## src/rtl/sargantana_icache_refill_ctrl.sv

```systemverilog
// ---------------------------------------------------------------------------
// sargantana_icache_refill_ctrl
//
// Instruction-cache miss/refill controller. Takes one miss at a time, issues
// a line request to the next memory level, and on the response picks a victim
// way (the lowest invalid way, or the LFSR way when the set is full). It then
// writes the line into the cache arrays. The LFSR is advanced only when its
// way was actually used for a write.
//
// Ports
//   clk_i, rst_ni        clock, asynchronous active-low reset
//   flush_i              kill any in-flight refill (no array write)
//   miss_*               miss request handshake (idx/tag of the missing line)
//   valid_bits_i         valid bits of set refill_idx_o, read from tag array
//   lfsr_way_i/lfsr_en_o pseudo-random way input / one-cycle advance pulse
//   mem_req_*            line request to memory, address = {tag, idx}
//   mem_rsp_*            line response (always accepted), with bus error flag
//   refill_we_o ...      array write strobe, way/idx/tag/data written
//   refill_done_o/err_o  one-cycle completion pulse, err = nothing written
//   busy_o               controller not idle
// ---------------------------------------------------------------------------
module sargantana_icache_refill_ctrl #(
    parameter  int unsigned ICACHE_N_WAY = 4,
    parameter  int unsigned IDX_W        = 6,
    parameter  int unsigned TAG_W        = 20,
    parameter  int unsigned LINE_W       = 128,
    localparam int unsigned WAY_W        = $clog2(ICACHE_N_WAY)
) (
    input  logic                    clk_i,
    input  logic                    rst_ni,
    input  logic                    flush_i,

    input  logic                    miss_valid_i,
    input  logic [IDX_W-1:0]        miss_idx_i,
    input  logic [TAG_W-1:0]        miss_tag_i,
    output logic                    miss_ready_o,

    input  logic [ICACHE_N_WAY-1:0] valid_bits_i,
    input  logic [WAY_W-1:0]        lfsr_way_i,
    output logic                    lfsr_en_o,

    output logic                    mem_req_valid_o,
    input  logic                    mem_req_ready_i,
    output logic [TAG_W+IDX_W-1:0]  mem_req_addr_o,

    input  logic                    mem_rsp_valid_i,
    input  logic                    mem_rsp_err_i,
    input  logic [LINE_W-1:0]       mem_rsp_data_i,

    output logic                    refill_we_o,
    output logic [WAY_W-1:0]        refill_way_o,
    output logic [IDX_W-1:0]        refill_idx_o,
    output logic [TAG_W-1:0]        refill_tag_o,
    output logic [LINE_W-1:0]       refill_data_o,
    output logic                    refill_done_o,
    output logic                    refill_err_o,
    output logic                    busy_o
);

    typedef enum logic [2:0] {
        S_IDLE,
        S_REQ,
        S_WAIT,
        S_DRAIN,
        S_WRITE
    } state_t;

    state_t              r_state;
    logic                r_kill;       // flush seen while the request was pending
    logic                r_req_valid;
    logic                r_we;
    logic                r_lfsr_en;
    logic                r_busy;
    logic [WAY_W-1:0]    r_way;
    logic [IDX_W-1:0]    r_idx;
    logic [TAG_W-1:0]    r_tag;
    logic [LINE_W-1:0]   r_data;

    logic [WAY_W-1:0]    w_victim_way;
    logic                w_victim_lfsr;
    logic                w_found_invalid;
    logic                w_rsp_err_done;

    // Victim: lowest-index invalid way; the LFSR way only when the set is full.
    always_comb begin
        w_victim_way    = lfsr_way_i;
        w_victim_lfsr   = 1'b1;
        w_found_invalid = 1'b0;
        for (int unsigned i = 0; i < ICACHE_N_WAY; i++) begin
            if (!w_found_invalid && !valid_bits_i[i]) begin
                w_victim_way    = WAY_W'(i);
                w_victim_lfsr   = 1'b0;
                w_found_invalid = 1'b1;
            end
        end
    end

    // Error completion is signalled in the response cycle itself, so it cannot
    // come from a register; a same-cycle flush suppresses it.
    assign w_rsp_err_done = (r_state == S_WAIT) && mem_rsp_valid_i &&
                            mem_rsp_err_i && !flush_i;

    always_ff @(posedge clk_i or negedge rst_ni) begin
        if (!rst_ni) begin
            r_state     <= S_IDLE;
            r_kill      <= 1'b0;
            r_req_valid <= 1'b0;
            r_we        <= 1'b0;
            r_lfsr_en   <= 1'b0;
            r_busy      <= 1'b0;
            r_way       <= '0;
            r_idx       <= '0;
            r_tag       <= '0;
            r_data      <= '0;
        end else begin
            r_we      <= 1'b0;
            r_lfsr_en <= 1'b0;
            unique case (r_state)
                S_IDLE: begin
                    if (miss_valid_i && !flush_i) begin
                        r_idx       <= miss_idx_i;
                        r_tag       <= miss_tag_i;
                        r_kill      <= 1'b0;
                        r_req_valid <= 1'b1;
                        r_busy      <= 1'b1;
                        r_state     <= S_REQ;
                    end
                end
                S_REQ: begin
                    // The request is never withdrawn; a flush only marks the
                    // eventual response for discarding.
                    if (flush_i) begin
                        r_kill <= 1'b1;
                    end
                    if (mem_req_ready_i) begin
                        r_req_valid <= 1'b0;
                        r_kill      <= 1'b0;
                        r_state     <= (flush_i || r_kill) ? S_DRAIN : S_WAIT;
                    end
                end
                S_WAIT: begin
                    if (flush_i) begin
                        if (mem_rsp_valid_i) begin
                            r_busy  <= 1'b0;
                            r_state <= S_IDLE;
                        end else begin
                            r_state <= S_DRAIN;
                        end
                    end else if (mem_rsp_valid_i) begin
                        if (mem_rsp_err_i) begin
                            r_busy  <= 1'b0;
                            r_state <= S_IDLE;
                        end else begin
                            r_data    <= mem_rsp_data_i;
                            r_way     <= w_victim_way;
                            r_we      <= 1'b1;
                            r_lfsr_en <= w_victim_lfsr;
                            r_state   <= S_WRITE;
                        end
                    end
                end
                S_DRAIN: begin
                    if (mem_rsp_valid_i) begin
                        r_busy  <= 1'b0;
                        r_state <= S_IDLE;
                    end
                end
                S_WRITE: begin
                    r_busy  <= 1'b0;
                    r_state <= S_IDLE;
                end
                default: begin
                    r_busy      <= 1'b0;
                    r_req_valid <= 1'b0;
                    r_state     <= S_IDLE;
                end
            endcase
        end
    end

    assign miss_ready_o    = (r_state == S_IDLE) && !flush_i;
    assign mem_req_valid_o = r_req_valid;
    assign mem_req_addr_o  = {r_tag, r_idx};
    assign refill_we_o     = r_we;
    assign refill_way_o    = r_way;
    assign refill_idx_o    = r_idx;
    assign refill_tag_o    = r_tag;
    assign refill_data_o   = r_data;
    assign refill_done_o   = r_we || w_rsp_err_done;
    assign refill_err_o    = w_rsp_err_done;
    assign lfsr_en_o       = r_lfsr_en;
    assign busy_o          = r_busy;

    // Only one request is ever outstanding, so a response is legal only while
    // waiting for it or draining it.
    a_rsp_in_window: assert property (
        @(posedge clk_i) disable iff (!rst_ni)
        mem_rsp_valid_i |-> (r_state == S_WAIT || r_state == S_DRAIN)
    );

endmodule

```

## config.mk

```make
export PLATFORM = sky130hd
export DESIGN_NAME = sargantana_icache_refill_ctrl
export DESIGN_NICKNAME = d
export VERILOG_FILES = /design/src/rtl/sargantana_icache_refill_ctrl.sv
export SDC_FILE = /design/constraint.sdc
export NUM_CORES = 1
export LEC_CHECK = 0
export CAP_MARGIN = 20
export CORE_AREA = 3 3 137 139
export DETAILED_ROUTE_END_ITERATION = 16
export DIE_AREA = 0 0 140 142
export PLACE_DENSITY = 0.73
export SYNTH_ARGS = -nofsm -noshare
export SYNTH_HDL_FRONTEND = slang
export SYNTH_SLANG_ARGS = --single-unit
```

## constraint.sdc

```tcl
create_clock -name clk_i -period 2.65 [get_ports clk_i]
set_input_delay 0.53 -clock clk_i [delete_from_list [all_inputs] [get_ports clk_i]]
set_output_delay 0.53 -clock clk_i [all_outputs]
set_load 0.05 [all_outputs]
```

==> out/results.txt <==
Outcome: finished, final reports clean
Die Span X: 140 um
Syn avg cell area: 15.7 um2
DR WL/cell: 18.2 um
Min Tclk post-route: 2.53 ns
CP endpoint kind: primary output
Worst-path clk slew: 0.07 ns
GRT Util Overall: 0.182
Top cells by area, synth: dfrtp_1, mux2_2, mux2_1
Req. time, crit path: 2.12 ns
Chip Height: 142 um
Final instance area: 10900 um2
Layout cell share with drive strength beyond 1: 0.170
Root Buffer: clkbuf_16
Post-Synthesis Cells: 410
CP max stage cell: clkdlybuf4s50_1
Nets: 919
Peak VDD IR: 1020 uV
Core box area: 17800 um2
Synth area leader: dfrtp_1
Power, Total: 16.2 mW
Initial antenna violation count: 0
Crit-path max cell delay: 0.47 ns
DRC errors left: 0
Register area share after synthesis: 0.639
Hold Vio Cnt, Final: 0
Fin Clk Skew: 0.00703 ns
Routed vias/inst: 4.66
Slew Viols, Final: 0
Ys flop type: dfrtp_1
Post_cts resized: 0
Clock latency on the worst-skew pair: 0.42 ns
CTS tree: yes
CP top delay family: simple AND/OR/NAND/NOR gates
Hold Path Class: input port to asynchronous set/reset pin
Synth unique cells: 30
Num CTS Buffers: 17
Post-synth EDFFs: 0
Post-Place Cell Area: 10200 um2
Clock Path Buffers: 2
First-pass GRT wire length: 28300 um
Unrepaired setup endpoints after global routing: false
ANT cells: 0
Synth cell count leaders: dfrtp_1, mux2_2, mux2_1
DP HPWL: 14200 um
CTS H-tree lvls: 4
Max_cap viols: 0
Synth top area share: 0.639
IO Port Bufs: 355
Num ports: 356
WP data arrival: 2.00 ns
Layout area overhead: 69.0%
Grt ovf: 0
Worst Max-Slew Pin Slew: 0.553 ns
DR iter-0 viols: 135
Slew HR: 0.630
Most frequent cell after synthesis: dfrtp_1
DRT antenna net count: 0
F_max: 0.396 GHz
Leak: 4.72 nW
Row count: 49
Crit Path Max Fanout: 6
Startpoint Class: input port
Net count of the mapped netlist: 577
R2R Setup Slk: 0.63 ns
Via count: 4636
Die area: 19900 um2
Hold-fix buffers, CTS: 0
Post-synth ARST share: 1.00
Yosys reg bits: 164
Setup TNS Final: 0 ns
Final worst-path cycle share: 0.954
Number of global-route vias before repair: 5116
Final Wtd Congestion: 0.841
1st-pass router iterations: 4
Final Setup Violations: 0
Routed wire length: 18100 um
CTS Sinks: 164
Worst path bufs/invs: 2
Worst path cell trace: clkdlybuf4s50_1, or2_1, nor3_1, and2_1, or2_2, buf_12
Syn. warnings: 0
Postcts setup bufs: 0
Starting density of the core: 0.361
Critical path class: input port to primary output
Netlist Area Pre-Place: 6420 um2
Largest net degree at the start of global routing: 67
PwrDens: 1490 nW/um2
[layer usage]
layer / GRT usage / part of all wire / vias to the layer above
li1: - / - / 2104
met3: 0.0638 / 0.077 / 21
met2: 0.334 / 0.55 / 223
met1: 0.198 / 0.36 / 2288
met5: 0 / 0 / -
met4: 0.0556 / 0.017 / 0
[registers in the layout, summed over array words and instances (netlist names)]
signal	flops
refill_tag_o	20
refill_idx_o	6
mem_req_valid_o	1
lfsr_en_o	1
r_kill	1
r_state	3
refill_data_o	128
refill_we_o	1
busy_o	1
refill_way_o	2
[worst paths after layout]
kind                                        start                 to  depth (start not counted)
worst max-delay path                      flush_i      refill_done_o                          6
worst min-delay path                       rst_ni  refill_data_o[55]                          1
worst max register to register         r_state[0]  refill_data_o[32]                          5
worst min register to register  refill_data_o[79]  refill_data_o[79]                          1
max in group asynchronous                  rst_ni  refill_data_o[70]                          2
min in group clk_i              refill_data_o[79]  refill_data_o[79]                          1
[final cells by class]
type / count / area [um2]
fill: 1345 / 6930
sequential: 164 / 4100
timing repair buffer: 369 / 3800
multi-input combinational: 195 / 1990
clock buffer: 18 / 439
tap: 229 / 287
clock inverter: 14 / 214
inverter: 5 / 18.8
[through the flow]
step / util / hold slack [ns] / setup WS [ns] / instances
after floorplan: - / 0.234 / 0.173 / 410
after global placement: 0.574 / 0.467 / 0.123 / 962
after detailed placement: 0.574 / 0.474 / 0.112 / 962
after CTS: 0.610 / 0.0436 / 0.103 / 994
after global routing: 0.610 / 0.0578 / 0.0480 / 994
final: 0.610 / 0.0359 / 0.123 / 994
[logic make-up (layout without fill, tap and decap cells)]
logic type | after synthesis | count (layout) | synth area share
DFF | 164 | 164 | 0.639
muxes | 155 | 155 | 0.272
buffers and inverters | 51 | 406 | 0.0516
and+or+nand+nor | 23 | 23 | 0.0212
AOI/OAI and AO/OA | 17 | 17 | 0.0164
[where the power goes]
group          internal (mW)  switching (mW)  leakage, nW
logic                   3.18            5.95         2.32
registers               3.64           0.670         2.09
clock network           1.64            1.07        0.318
total                   8.46            7.69         4.72
[placed cells by master (no fill, tap or decap), types with 5 or more instances in the layout]
cell	instances
inv_1	5
clkbuf_16	17
mux2_2	78
clkdlybuf4s50_1	351
buf_4	5
mux2_1	77
inv_6	5
a21oi_1	7
buf_12	12
dfrtp_1	164
No activity file was read; power rests on OpenSTA's default activity.
